==> src/rtl/lotr_pkg.sv <==
// Shared display geometry and frame-buffer layout for the 640x480 1 bpp scan-out path.
package lotr_pkg;

   localparam int VGA_H_ACTIVE      = 640;
   localparam int VGA_V_ACTIVE      = 480;
   localparam int FB_WORDS_PER_LINE = 20;
   localparam int FB_FRAME_WORDS    = 9600;
   localparam int FB_ADDR_W         = 15;

   typedef struct packed {
      logic [3:0] r;
      logic [3:0] g;
      logic [3:0] b;
   } t_rgb444;

endpackage

==> src/rtl/vga_fb_addr_gen.sv <==
// Frame-buffer read request generator: one word read at the start of every
// 32-pixel group inside the active area, address = base + Y*20 + X/32.
module vga_fb_addr_gen
   import lotr_pkg::*;
(
   input  logic [9:0]           counter_x_i,
   input  logic [9:0]           counter_y_i,
   input  logic                 base_sel_i,
   input  logic                 rd_block_i,
   output logic                 rd_en_o,
   output logic [FB_ADDR_W-1:0] rd_addr_o
);

   logic [FB_ADDR_W-1:0] line_off;
   logic [FB_ADDR_W-1:0] base;
   logic [FB_ADDR_W-1:0] y_ext;

   always_comb begin
      y_ext    = {5'b0, counter_y_i};
      // Y*20 built from shifts; 15 bits hold every Y the counters can present
      line_off = (y_ext << 4) + (y_ext << 2);
      base     = base_sel_i ? FB_ADDR_W'(FB_FRAME_WORDS) : '0;
      rd_en_o  = !rd_block_i
                 && (counter_x_i[4:0] == 5'd0)
                 && (counter_x_i < 10'(VGA_H_ACTIVE))
                 && (counter_y_i < 10'(VGA_V_ACTIVE));
      rd_addr_o = '0;
      if (rd_en_o) begin
         rd_addr_o = base + line_off + {10'b0, counter_x_i[9:5]};
      end
   end

endmodule

==> src/rtl/vga_pixel_gen.sv <==
// 1 bpp frame-buffer scan-out: word fetch at t0, capture at t1, pixel select at t2,
// registered RGB and re-aligned syncs at t3. Buffer and colours switch only at frame start.
module vga_pixel_gen
   import lotr_pkg::*;
(
   input  logic                 CLK_25,
   input  logic                 Reset,
   input  logic [9:0]           CounterX,
   input  logic [9:0]           CounterY,
   input  logic                 inDisplayArea,
   input  logic                 vga_h_sync_in,
   input  logic                 vga_v_sync_in,
   input  logic                 buf_sel,
   input  logic [11:0]          fg_color,
   input  logic [11:0]          bg_color,
   output logic                 fb_rd_en,
   output logic [FB_ADDR_W-1:0] fb_rd_addr,
   input  logic [31:0]          fb_rd_data,
   output logic [3:0]           vga_r,
   output logic [3:0]           vga_g,
   output logic [3:0]           vga_b,
   output logic                 vga_h_sync,
   output logic                 vga_v_sync,
   output logic                 active_buf,
   output logic                 frame_start
);

   logic        frame_edge;
   logic        base_sel;

   logic        rd_en_q, rd_en_d;
   logic [31:0] word_q, word_d;
   logic        word_vld_q, word_vld_d;
   logic [4:0]  x_d1_q, x_d1_d;
   logic [4:0]  x_d2_q, x_d2_d;
   logic        de_q, de_d;
   logic        hs_d1_q, hs_d1_d, hs_d2_q, hs_d2_d;
   logic        vs_d1_q, vs_d1_d, vs_d2_q, vs_d2_d;
   t_rgb444     rgb_q, rgb_d;
   t_rgb444     fg_q, fg_d;
   t_rgb444     bg_q, bg_d;
   logic        active_buf_q, active_buf_d;
   logic        frame_start_q, frame_start_d;

   assign frame_edge = (CounterX == 10'd0) && (CounterY == 10'd0);
   // The first read of a frame happens on the boundary cycle itself, before
   // active_buf has been updated, so it takes the requested buffer directly.
   assign base_sel   = frame_edge ? buf_sel : active_buf_q;

   vga_fb_addr_gen u_addr_gen (
      .counter_x_i (CounterX),
      .counter_y_i (CounterY),
      .base_sel_i  (base_sel),
      .rd_block_i  (Reset),
      .rd_en_o     (fb_rd_en),
      .rd_addr_o   (fb_rd_addr)
   );

   always_comb begin
      rd_en_d       = fb_rd_en;
      word_d        = word_q;
      word_vld_d    = word_vld_q;
      if (rd_en_q) begin
         word_d     = fb_rd_data;
         word_vld_d = 1'b1;
      end
      x_d1_d        = CounterX[4:0];
      x_d2_d        = x_d1_q;
      de_d          = inDisplayArea;
      hs_d1_d       = vga_h_sync_in;
      hs_d2_d       = hs_d1_q;
      vs_d1_d       = vga_v_sync_in;
      vs_d2_d       = vs_d1_q;
      // word_vld keeps a post-reset line blank until a real word has arrived
      rgb_d         = '0;
      if (de_q && word_vld_q) begin
         rgb_d = word_q[x_d2_q] ? fg_q : bg_q;
      end
      frame_start_d = frame_edge;
      active_buf_d  = active_buf_q;
      fg_d          = fg_q;
      bg_d          = bg_q;
      if (frame_edge) begin
         active_buf_d = buf_sel;
         fg_d         = t_rgb444'(fg_color);
         bg_d         = t_rgb444'(bg_color);
      end
   end

   always_ff @(posedge CLK_25) begin
      if (Reset) begin
         rd_en_q       <= 1'b0;
         word_q        <= '0;
         word_vld_q    <= 1'b0;
         x_d1_q        <= '0;
         x_d2_q        <= '0;
         de_q          <= 1'b0;
         hs_d1_q       <= 1'b1;
         hs_d2_q       <= 1'b1;
         vs_d1_q       <= 1'b1;
         vs_d2_q       <= 1'b1;
         rgb_q         <= '0;
         fg_q          <= '0;
         bg_q          <= '0;
         active_buf_q  <= 1'b0;
         frame_start_q <= 1'b0;
      end else begin
         rd_en_q       <= rd_en_d;
         word_q        <= word_d;
         word_vld_q    <= word_vld_d;
         x_d1_q        <= x_d1_d;
         x_d2_q        <= x_d2_d;
         de_q          <= de_d;
         hs_d1_q       <= hs_d1_d;
         hs_d2_q       <= hs_d2_d;
         vs_d1_q       <= vs_d1_d;
         vs_d2_q       <= vs_d2_d;
         rgb_q         <= rgb_d;
         fg_q          <= fg_d;
         bg_q          <= bg_d;
         active_buf_q  <= active_buf_d;
         frame_start_q <= frame_start_d;
      end
   end

   assign vga_r       = rgb_q.r;
   assign vga_g       = rgb_q.g;
   assign vga_b       = rgb_q.b;
   assign vga_h_sync  = hs_d2_q;
   assign vga_v_sync  = vs_d2_q;
   assign active_buf  = active_buf_q;
   assign frame_start = frame_start_q;

endmodule

==> config.mk <==
export PLATFORM = sky130hd
export DESIGN_NAME = vga_pixel_gen
export DESIGN_NICKNAME = d
export VERILOG_FILES = /design/src/rtl/lotr_pkg.sv /design/src/rtl/vga_fb_addr_gen.sv /design/src/rtl/vga_pixel_gen.sv
export SDC_FILE = /design/constraint.sdc
export NUM_CORES = 1
export LEC_CHECK = 0
export ABC_AREA = 1
export BUFFER_PORTS_ARGS = -buffer_cell sky130_fd_sc_hd__buf_2
export CAP_MARGIN = 20
export CORE_ASPECT_RATIO = 0.5
export CORE_MARGIN = 2
export CORE_UTILIZATION = 48
export DETAILED_ROUTE_END_ITERATION = 10
export PLACE_DENSITY = 0.85
export SYNTH_ARGS = -nofsm -noshare
export SYNTH_HDL_FRONTEND = slang
export SYNTH_HIERARCHICAL = 1
export SYNTH_SLANG_ARGS = --single-unit
==> constraint.sdc <==
create_clock -name CLK_25 -period 3.5 [get_ports CLK_25]
set_input_delay 0.525 -clock CLK_25 [delete_from_list [all_inputs] [get_ports CLK_25]]
set_output_delay 0.525 -clock CLK_25 [all_outputs]
set_load 0.1 [all_outputs]
# Yosys cells after proc, flatten, opt, wreduce, memory -nomap -nowiden
# Cells that the tools add are included.
# W data, S select, Z words.
totals:
  regBits: 87
  latchBits: 0
  ramBits: 0
  romBits: 0
  input_bits: 82
  output_inout_bits: 32
  word_cells: 44
  mem_count: 0
classes:
  add_sub_neg: 3
  multipliers: 0
  n_div: 0
  order_cmp: 3
  n_eq_ne: 0
  shifts: 0
  mux: 6
  bitwise: 1
  n_reduce_logical: 10
ops:
  columns: ["operator", "count"]
  rows:
  - ["$logic_not A10 Y1", 2]
  - ["$add A14 B12 Y15", 1]
  - ["$add A15 B15 Y15", 1]
  - ["$add A15 B5 Y15", 1]
  - ["$mux W15", 1]
  - ["$mux W14", 1]
  - ["$mux W12", 1]
  - ["$lt A10 B10 Y1 const B", 1]
  - ["$lt A10 B9 Y1 const B", 1]
  - ["$lt A5 B6 Y1 const B", 1]
  - ["$bmux W1 S5", 1]
  - ["$logic_and A1 B1 Y1", 5]
  - ["$logic_not A5 Y1", 1]
  - ["$mux W1", 2]
  - ["$reduce_or A2 Y1", 1]
  - ["$logic_not A1 Y1", 1]
  - ["$not A1 Y1", 1]

# Logic depth before layout (Yosys ltp)
# Gate-level depths: netlist of the first run.
depth:
  word_depth: 7
  mapped_depth: 21
  depth_no_buf: 20

# By module
# Netlist of the first run, hierarchy kept.
modules_own_cells:
  columns: ["module", "n_inst", "cells_each", "area_each_um2", "seq_area_each_um2"]
  rows:
  - ["vga_pixel_gen", 1, 482, 3547.2, 1741.7]
  - ["vga_fb_addr_gen", 1, 171, 977.2, 0.0]

# Worst setup path after synthesis of the first run
# OpenSTA, ideal clock, no wires.
synth_timing:
  path_kind: "in2out"
  start: "input port CounterY[1]"
  end: "output port fb_rd_addr[12]"
  t_arrival_ns: 4.232
  t_required_ns: 2.975
  setup_slack_ns: -1.257
  cell_stages: 18
  path_buffers: 1
  cell_sequence: "or2_1 -> nor4_4 -> nand3_1 -> buf_2 -> nand2_1 -> o21ai_1 -> inv_1 -> inv_1 -> fa_1 -> inv_1 -> ha_1 -> nand2_1 -> inv_1 -> a21oi_1 -> nand3_2 -> nand2_1 -> nand2_1 -> nor2_1"
synth_between:
  elab_chain_len: 7
  elab_cells_between_ends: 10
  cone_classes: "3 x add/sub; 1 x order compare; 3 x mux; 3 x reduce/logical"
synth_rtl:
  columns: ["element", "line_no", "source"]
  rows:
  - ["start, declared", "vga_pixel_gen.sv:9", "input logic [9:0] CounterY,"]
  - ["branches (longest 6 deep; another with $add A14 B12 Y15)", null, null]
  - ["$mux W15 *", "vga_fb_addr_gen.sv:28", "if (rd_en_o) begin"]
  - ["end, declared", "vga_pixel_gen.sv:17", "output logic [FB_ADDR_W-1:0] fb_rd_addr,"]
# Every way passes the cells marked *.

# Worst setup path after layout of the first run
layout_timing:
  start: "input port CounterX[6]"
  end: "output port fb_rd_addr[14]"
layout_between:
  elab_chain_len: 7
  elab_cells_between_ends: 10
  cone_classes: "2 x add/sub; 1 x order compare; 3 x mux; 4 x reduce/logical"
layout_rtl:
  columns: ["element", "line_no", "source"]
  rows:
  - ["start, declared", "vga_pixel_gen.sv:8", "input logic [9:0] CounterX,"]
  - ["$logic_not A10 Y1", "vga_pixel_gen.sv:45", "assign frame_edge = (CounterX == 10'd0) && (CounterY == 10'd0);"]
  - ["$logic_and A1 B1 Y1", "vga_pixel_gen.sv:45", null]
  - ["$mux W1", null, null]
  - ["$mux W14", "vga_fb_addr_gen.sv:22", "base = base_sel_i ? FB_ADDR_W'(FB_FRAME_WORDS) : '0;"]
  - ["$add A15 B15 Y15", "vga_fb_addr_gen.sv:29", "rd_addr_o = base + line_off + {10'b0, counter_x_i[9:5]};"]
  - ["$add A15 B5 Y15", "vga_fb_addr_gen.sv:29", null]
  - ["$mux W15 *", "vga_fb_addr_gen.sv:28", null]
# Every way passes the cells marked *; elsewhere a longest branch is shown, timed or not.

==> flow_summary_export.csv, run 1 <==
group,metric,value,unit
status,status,"finished, violations left",
status,violations,"negative setup slack",
sta,whs,0.368,ns
clock_network,cts_sinks,87,
finish,antenna-diode-count,0,
routing,dr.first_iter.drc_count,230,
sta,period_needed,3.80,ns
grt,grt_antenna_before_repair,0,
yosys,yosysWarnings,6,
placed_design,hpwl,8.35,mm
grt,grt_start_max_net_pins,45,
routing,ant_nets,0,
sta,slew_headroom,0.388,
finish,final_util,0.688,
finish,drive_gt1_frac,0.346,
power,peakVddDrop,0.263,mV
clock_network,htree_levels,3,
routing,first_pass_iters,5,
yosys,synth_ff_type,"dfxtp_1",
sta,setup_viol,8,
routing,vias_per_cell,4.96,
clock_network,clock_latency,0.34,ns
setup_path,worstPathMaxFanout,4,
grt,grt_pass1_wl,19.6,mm
clock_network,cts_inserted_buffers,9,
yosys,synth-seq-area-share,0.385,
finish,layout_common_cells,"nor2_1 (127), nand2_1 (118), buf_2 (101)",
setup_path,crit_type,"input port to output port",
floorplanning,coreArea,8920,um^2
yosys,avgSynthCellArea,6.93,um^2
worst_hold_path,hp-class,"input port to flip-flop",
sta,finalCritPeriodShare,1.09,
floorplanning,pin_count,114,
yosys,syn_nets,757,
finish,final_cells,905,
routing,num_vias,4490,
placed_design,numPlacedInstances,884,
yosys,synth_enable_flop_cells,0,
power,p_per_area,397,nW/um^2
yosys,postSynthCellCount,653,
yosys,synth-seq-cells,87,
sta,rsz0062_at_grt,"true",
sta,fmax,263,MHz
finish,area_delta_synth_final,35.5,%
sta,tns,-1.95,ns
power,finalPower,2.44,mW
placed_design,io_buffers,113,
floorplanning,die_area,10300,um^2
sta,fin_skew,0.00771,ns
power,p_leak,2.95,nW
floorplanning,initial_utilization,0.507,
clock_network,cts_buffer_depth,2,
grt,globalRouteTotalUtil,0.239,
setup_path,startpoint_type,"input port",
floorplanning,die_y,72.7,um
sta,drv_slew,0,
floorplanning,chipWidth,141,um
setup_path,crit_required,2.97,ns
clock_network,cts_root_buf,"clkbuf_16",
setup_path,cp_data_arrival_time,3.28,ns
sta,fin_ws,-0.301,ns
floorplanning,fp-row-count,24,
yosys,synthArstFlopShare,0,
clock_network,holdBufCountCts,0,
clock_network,clk_pin_slew_worst_paths,0.06,ns
finish,final_common_cell,"nor2_1",
yosys,synth_cell_types,32,
routing,wl,12.1,mm
setup_path,crit_path_end_kind,"output port",
run,max-cap-violations,0,
routing,wire_per_inst,13.4,um
grt,grt_pass1_vias,4352,
placed_design,gp_congestion,0.924,
sta,tightestPinTransition,0.917,ns
yosys,netlist_area,4520,um^2
clock_network,cts_tree,"done",
sta,finalHoldViolCount,0,
finish,fin_nets,888,
grt,grt_overflow,0,
routing,drc_errors,0,
[sequential cells by signal, summed over array words and instances, names as in the netlist, 4 cells and up]
name    cells
bg_q       12
fg_q       12
vga_b       4
vga_g       4
vga_r       4
word_q     32
x_d1_q      5
x_d2_q      5
[kinds of logic (layout without fill, tap and decap cells)]
kind of cell	Yosys count	count (layout)	share of synthesized area
buffers and inverters	104	239	0.100
adder cells (fa/ha/maj)	22	22	0.0691
XOR/XNOR	2	2	0.00387
AND/OR/NAND/NOR	381	381	0.376
flip-flops	87	87	0.385
AO/OA/AOI/OAI	57	57	0.0661
[report_power, final]
| part | switching [mW] | leakage [nW] | total [mW] | internal (mW) |
|---|---|---|---|---|
| combinational | 0.234 | 2.10 | 0.407 | 0.173 |
| clock | 0.382 | 0.147 | 1.02 | 0.640 |
| sequential | 0.00744 | 0.704 | 1.01 | 0.999 |
| total | 0.624 | 2.95 | 2.44 | 1.81 |
[path summary, 6_finish.rpt]
| check | from | to | slack [ns] | depth (start not counted) |
|---|---|---|---|---|
| max | CounterX[6] | fb_rd_addr[14] | -0.30 | 20 |
| min | vga_v_sync_in | vs_d1_q | 0.37 | 2 |
| max reg2reg | x_d2_q[0] | vga_b[2] | 1.44 | 10 |
| min reg2reg | x_d1_q[0] | x_d2_q[0] | 0.40 | 2 |
[final cells by class]
| class | count | area (um^2) |
|---|---|---|
| multi-input cells | 462 | 2610 |
| clock buffers | 10 | 239 |
| flip-flops and latches | 87 | 1740 |
| repair buffers | 149 | 1020 |
| well taps | 117 | 146 |
| clock inverters | 5 | 82.6 |
| inverters | 75 | 295 |
| fillers | 708 | 2790 |
[routing by layer]
metal,GRT usage,vias to the layer above,wire length [um]
met5,0,-,0
met4,0.0822,0,258
met3,0.0669,27,776
met2,0.422,133,5950
met1,0.287,2039,5130
li1,-,2291,-
[synthesized netlist by cell type, types with 2 or more instances]
cell type	number	area [um^2]
nor2_1	142	533
nand2_1	140	526
dfxtp_1	87	1740
inv_1	71	267
nand3_1	44	220
o21ai_0	32	160
nor2_2	21	131
a21oi_1	18	90.1
clkbuf_1	17	63.8
ha_1	17	213
nand4_1	14	87.6
buf_2	6	30.0
nand3_2	6	60.1
buf_6	5	56.3
fa_1	5	100
or2_2	4	25.0
nand2_2	3	18.8
o21ai_1	3	15.0
inv_2	2	7.51
nor4_4	2	42.5
o21ai_2	2	17.5
or2_1	2	12.5
[worst max-delay path: stages]
cell and delay, ns:
buf_6 0.09, or2_4 0.25, nor4_4 0.30, nand3_2 0.14
nand2_2 0.09, o21ai_2 0.06, inv_2 0.08, inv_2 0.05
fa_1 0.51, inv_2 0.05, ha_4 0.30, nand2_2 0.06
nand2_2 0.09, nand2_2 0.06, nand2_2 0.08, nand2_2 0.05
nand4_1 0.08, nand2_1 0.09, nor2_4 0.14, buf_12 0.18
[per-stage QoR]
| step | setup WS [ns] | cell area, um^2 |
|---|---|---|
| after floorplan | -0.436 | 4670 |
| after CTS | -0.228 | 6030 |
| after global placement | -0.267 | 5580 |
| after detailed placement | -0.323 | 5580 |
| final | -0.301 | 6130 |
| after global routing | -0.479 | 6130 |
[repair_timing]
item                                    CTS  global route
resized for setup                        26            19
buffers inserted                          3             2
endpoints found under the setup margin    7             8
pin swaps                                22            18
Power figures use the tool's default switching activity.
==> run 2, diff against run 1 <==
--- a/config.mk
+++ b/config.mk
@@ -8,9 +8,11 @@
 export ABC_AREA = 1
 export BUFFER_PORTS_ARGS = -buffer_cell sky130_fd_sc_hd__buf_2
 export CAP_MARGIN = 20
+export CELL_PAD_IN_SITES_DETAIL_PLACEMENT = 2
+export CELL_PAD_IN_SITES_GLOBAL_PLACEMENT = 2
 export CORE_ASPECT_RATIO = 0.5
 export CORE_MARGIN = 2
-export CORE_UTILIZATION = 48
+export CORE_UTILIZATION = 26
 export DETAILED_ROUTE_END_ITERATION = 10
 export PLACE_DENSITY = 0.85
 export SYNTH_ARGS = -nofsm -noshare
==> run 2 against run 1 <==
Against the previous run: clock-buffer cell count decreased by 1; global-route usage decreased by 5.1 points; critical path depth unchanged; utilization decreased by 32 points; sequential share of layout area decreased by 1.0 points; sequential power about the same; largest cell class unchanged; via count increased by 6.6%; the run still ends with negative setup slack left.
==> flow_summary_export.csv, run 2 (synthesis gave the netlist of run 1 again) <==
group,metric,value,unit
routing,vias_per_cell,4.61,
sta,tns,-3.76,ns
routing,drc_errors,0,
power,peakVddDrop,0.216,mV
sta,slew_headroom,0.360,
worst_hold_path,hp-class,"input port to flip-flop",
floorplanning,die_area,18500,um^2
status,violations,"negative setup slack",
routing,wire_per_inst,18.1,um
floorplanning,die_y,97.3,um
setup_path,startpoint_type,"input port",
sta,fin_ws,-0.525,ns
grt,globalRouteTotalUtil,0.189,
finish,layout_common_cells,"nor2_1 (124), nand2_1 (119), buf_2 (100)",
placed_design,io_buffers,113,
worst_hold_path,whs_endpoint,"hs_d1_q",
clock_network,cts_sinks,87,
finish,regMostFlops,"word_q",
clock_network,htree_levels,3,
run,max-cap-violations,0,
sta,tightestPinTransition,0.959,ns
finish,final_common_cell,"nor2_1",
finish,nFillCells,2021,
sta,setup_viol,8,
power,p_per_area,389,nW/um^2
routing,dr.first_iter.drc_count,165,
sta,rsz0062_at_grt,"true",
finish,fin_area,6350,um^2
finish,largest_reg_flops,32,
floorplanning,chipWidth,191,um
placed_design,hpwl,12.3,mm
clock_network,clock_latency,0.36,ns
finish,area_delta_synth_final,40.5,%
setup_path,ff2ff_path_depth,10,
placed_design,place_area,5770,um^2
setup_path,cp_data_arrival_time,3.50,ns
floorplanning,initial_utilization,0.263,
setup_path,crit_type,"input port to output port",
clock_network,clk_pin_slew_worst_paths,0.07,ns
power,p_leak,3.01,nW
routing,ant_nets,0,
routing,first_pass_iters,4,
finish,final_util,0.370,
grt,grt_pass1_wl,27.6,mm
floorplanning,fp-row-count,34,
routing,num_vias,4786,
grt,grt_start_max_net_pins,40,
clock_network,holdBufCountCts,0,
status,status,"finished, violations left",
worst_hold_path,whs_path_depth,2,
placed_design,dpl_worst_slack,-0.512,ns
finish,fin_nets,900,
setup_path,r2r_end,"vga_b[3]",
setup_path,crit_path_end_kind,"output port",
finish,drive_gt1_frac,0.356,
sta,whs,0.371,ns
grt,grt_antenna_before_repair,3,
routing,wl,18.8,mm
finish,ff_latch_area,1740,um^2
setup_path,r2r_slack,1.21,ns
clock_network,cts_root_buf,"clkbuf_16",
clock_network,cts_tree,"done",
floorplanning,pin_count,114,
sta,fmax,248,MHz
setup_path,reg2reg_from,"x_d2_q[0]",
sta,period_needed,4.02,ns
clock_network,cts_inserted_buffers,9,
placed_design,gp_congestion,0.771,
sta,drv_slew,0,
sta,finalHoldViolCount,0,
floorplanning,coreArea,17200,um^2
clock_network,cts_buffer_depth,2,
grt,grt_overflow,0,
setup_path,worstPathMaxFanout,4,
sta,finalCritPeriodShare,1.15,
setup_path,crit_required,2.97,ns
finish,reg.largest.list,"word_q x32, bg_q x12, fg_q x12",
finish,multi_input_area,2600,um^2
worst_hold_path,hold_start,"vga_h_sync_in",
grt,grt_pass1_vias,5314,
sta,fin_skew,0.0190,ns
==> run 2: changes by cell type in the layout (fill, tap and decap cells not counted), moves of 2 or more <==
| cell | previous run | this run |
|---|---|---|
| nor2_2 | 27 | 30 |
| inv_1 | 63 | 66 |
| clkinvlp_4 | 3 | 1 |
| buf_4 | 33 | 46 |
| inv_6 | 0 | 3 |
| nand2_4 | 4 | 2 |
| nand3_2 | 9 | 11 |
| nand3_1 | 41 | 39 |
| diode_2 | 0 | 4 |
| nor2_1 | 127 | 124 |
| inv_2 | 8 | 6 |
| ha_1 | 12 | 14 |
| ha_4 | 5 | 3 |
==> run 2: per-layer routing <==
metal / GRT usage / vias to the layer above / wire length [um]
met5: 0 / - / 0
met4: 0.0566 / 0 / 314
met3: 0.0347 / 23 / 535
met2: 0.362 / 66 / 10300
met1: 0.210 / 2370 / 7700
li1: - / 2327 / -
==> run 2: power breakdown <==
| part | switching [mW] | leakage (nW) | internal (mW) |
|---|---|---|---|
| Combinational | 0.267 | 2.15 | 0.176 |
| Sequential | 0.00833 | 0.704 | 0.998 |
| Clock | 0.455 | 0.150 | 0.569 |
==> run 2: stage by stage <==
step | total power, mW | instances
after floorplan | 1.25 | 653
after global placement | 1.38 | 1007
after detailed placement | 1.40 | 1007
after CTS | 2.45 | 1029
after global routing | 2.57 | 1038
final | 2.47 | 1039
==> run 2: worst max path at each step <==
stage / start / endpoint / cells after the start
2_1_floorplan: CounterY[1] / fb_rd_addr[14] / 19
3_3_place_gp: CounterY[1] / fb_rd_addr[14] / 18
3_5_place_dp: CounterY[1] / fb_rd_addr[14] / 20
4_1_cts: CounterX[6] / fb_rd_addr[14] / 21
5_1_grt: CounterY[0] / fb_rd_addr[14] / 20
6_report: CounterY[0] / fb_rd_addr[14] / 20
==> run 2: area by class of cell <==
class                           count  area share
Antenna cell                        4     0.00158
Clock buffer                        9      0.0354
Clock inverter                      7      0.0140
Inverter                           75      0.0461
Multi-Input combinational cell    462       0.409
Sequential cell                    87       0.274
Tap cell                          234      0.0461
Timing Repair Buffer              161       0.173
==> run 2: timing repair <==
action | CTS | global route
pin swaps | 23 | 24
endpoints found under the setup margin | 8 | 8
gates resized for setup | 27 | 15
endpoints found under the hold margin | 0 | 0
setup buffers | 6 | 5
==> run 2: critical path: stages <==
cell	delay (ns)
buf_6	0.09
or2_4	0.25
nor4_4	0.32
nand3_2	0.18
nand2_2	0.11
o21ai_2	0.07
inv_2	0.08
inv_2	0.06
fa_1	0.55
inv_2	0.08
ha_4	0.32
nand2_2	0.06
nand2_2	0.09
nand2_2	0.05
nand2_2	0.08
nand2_2	0.07
nand4_1	0.09
nand2_2	0.08
nor2_4	0.14
buf_12	0.18
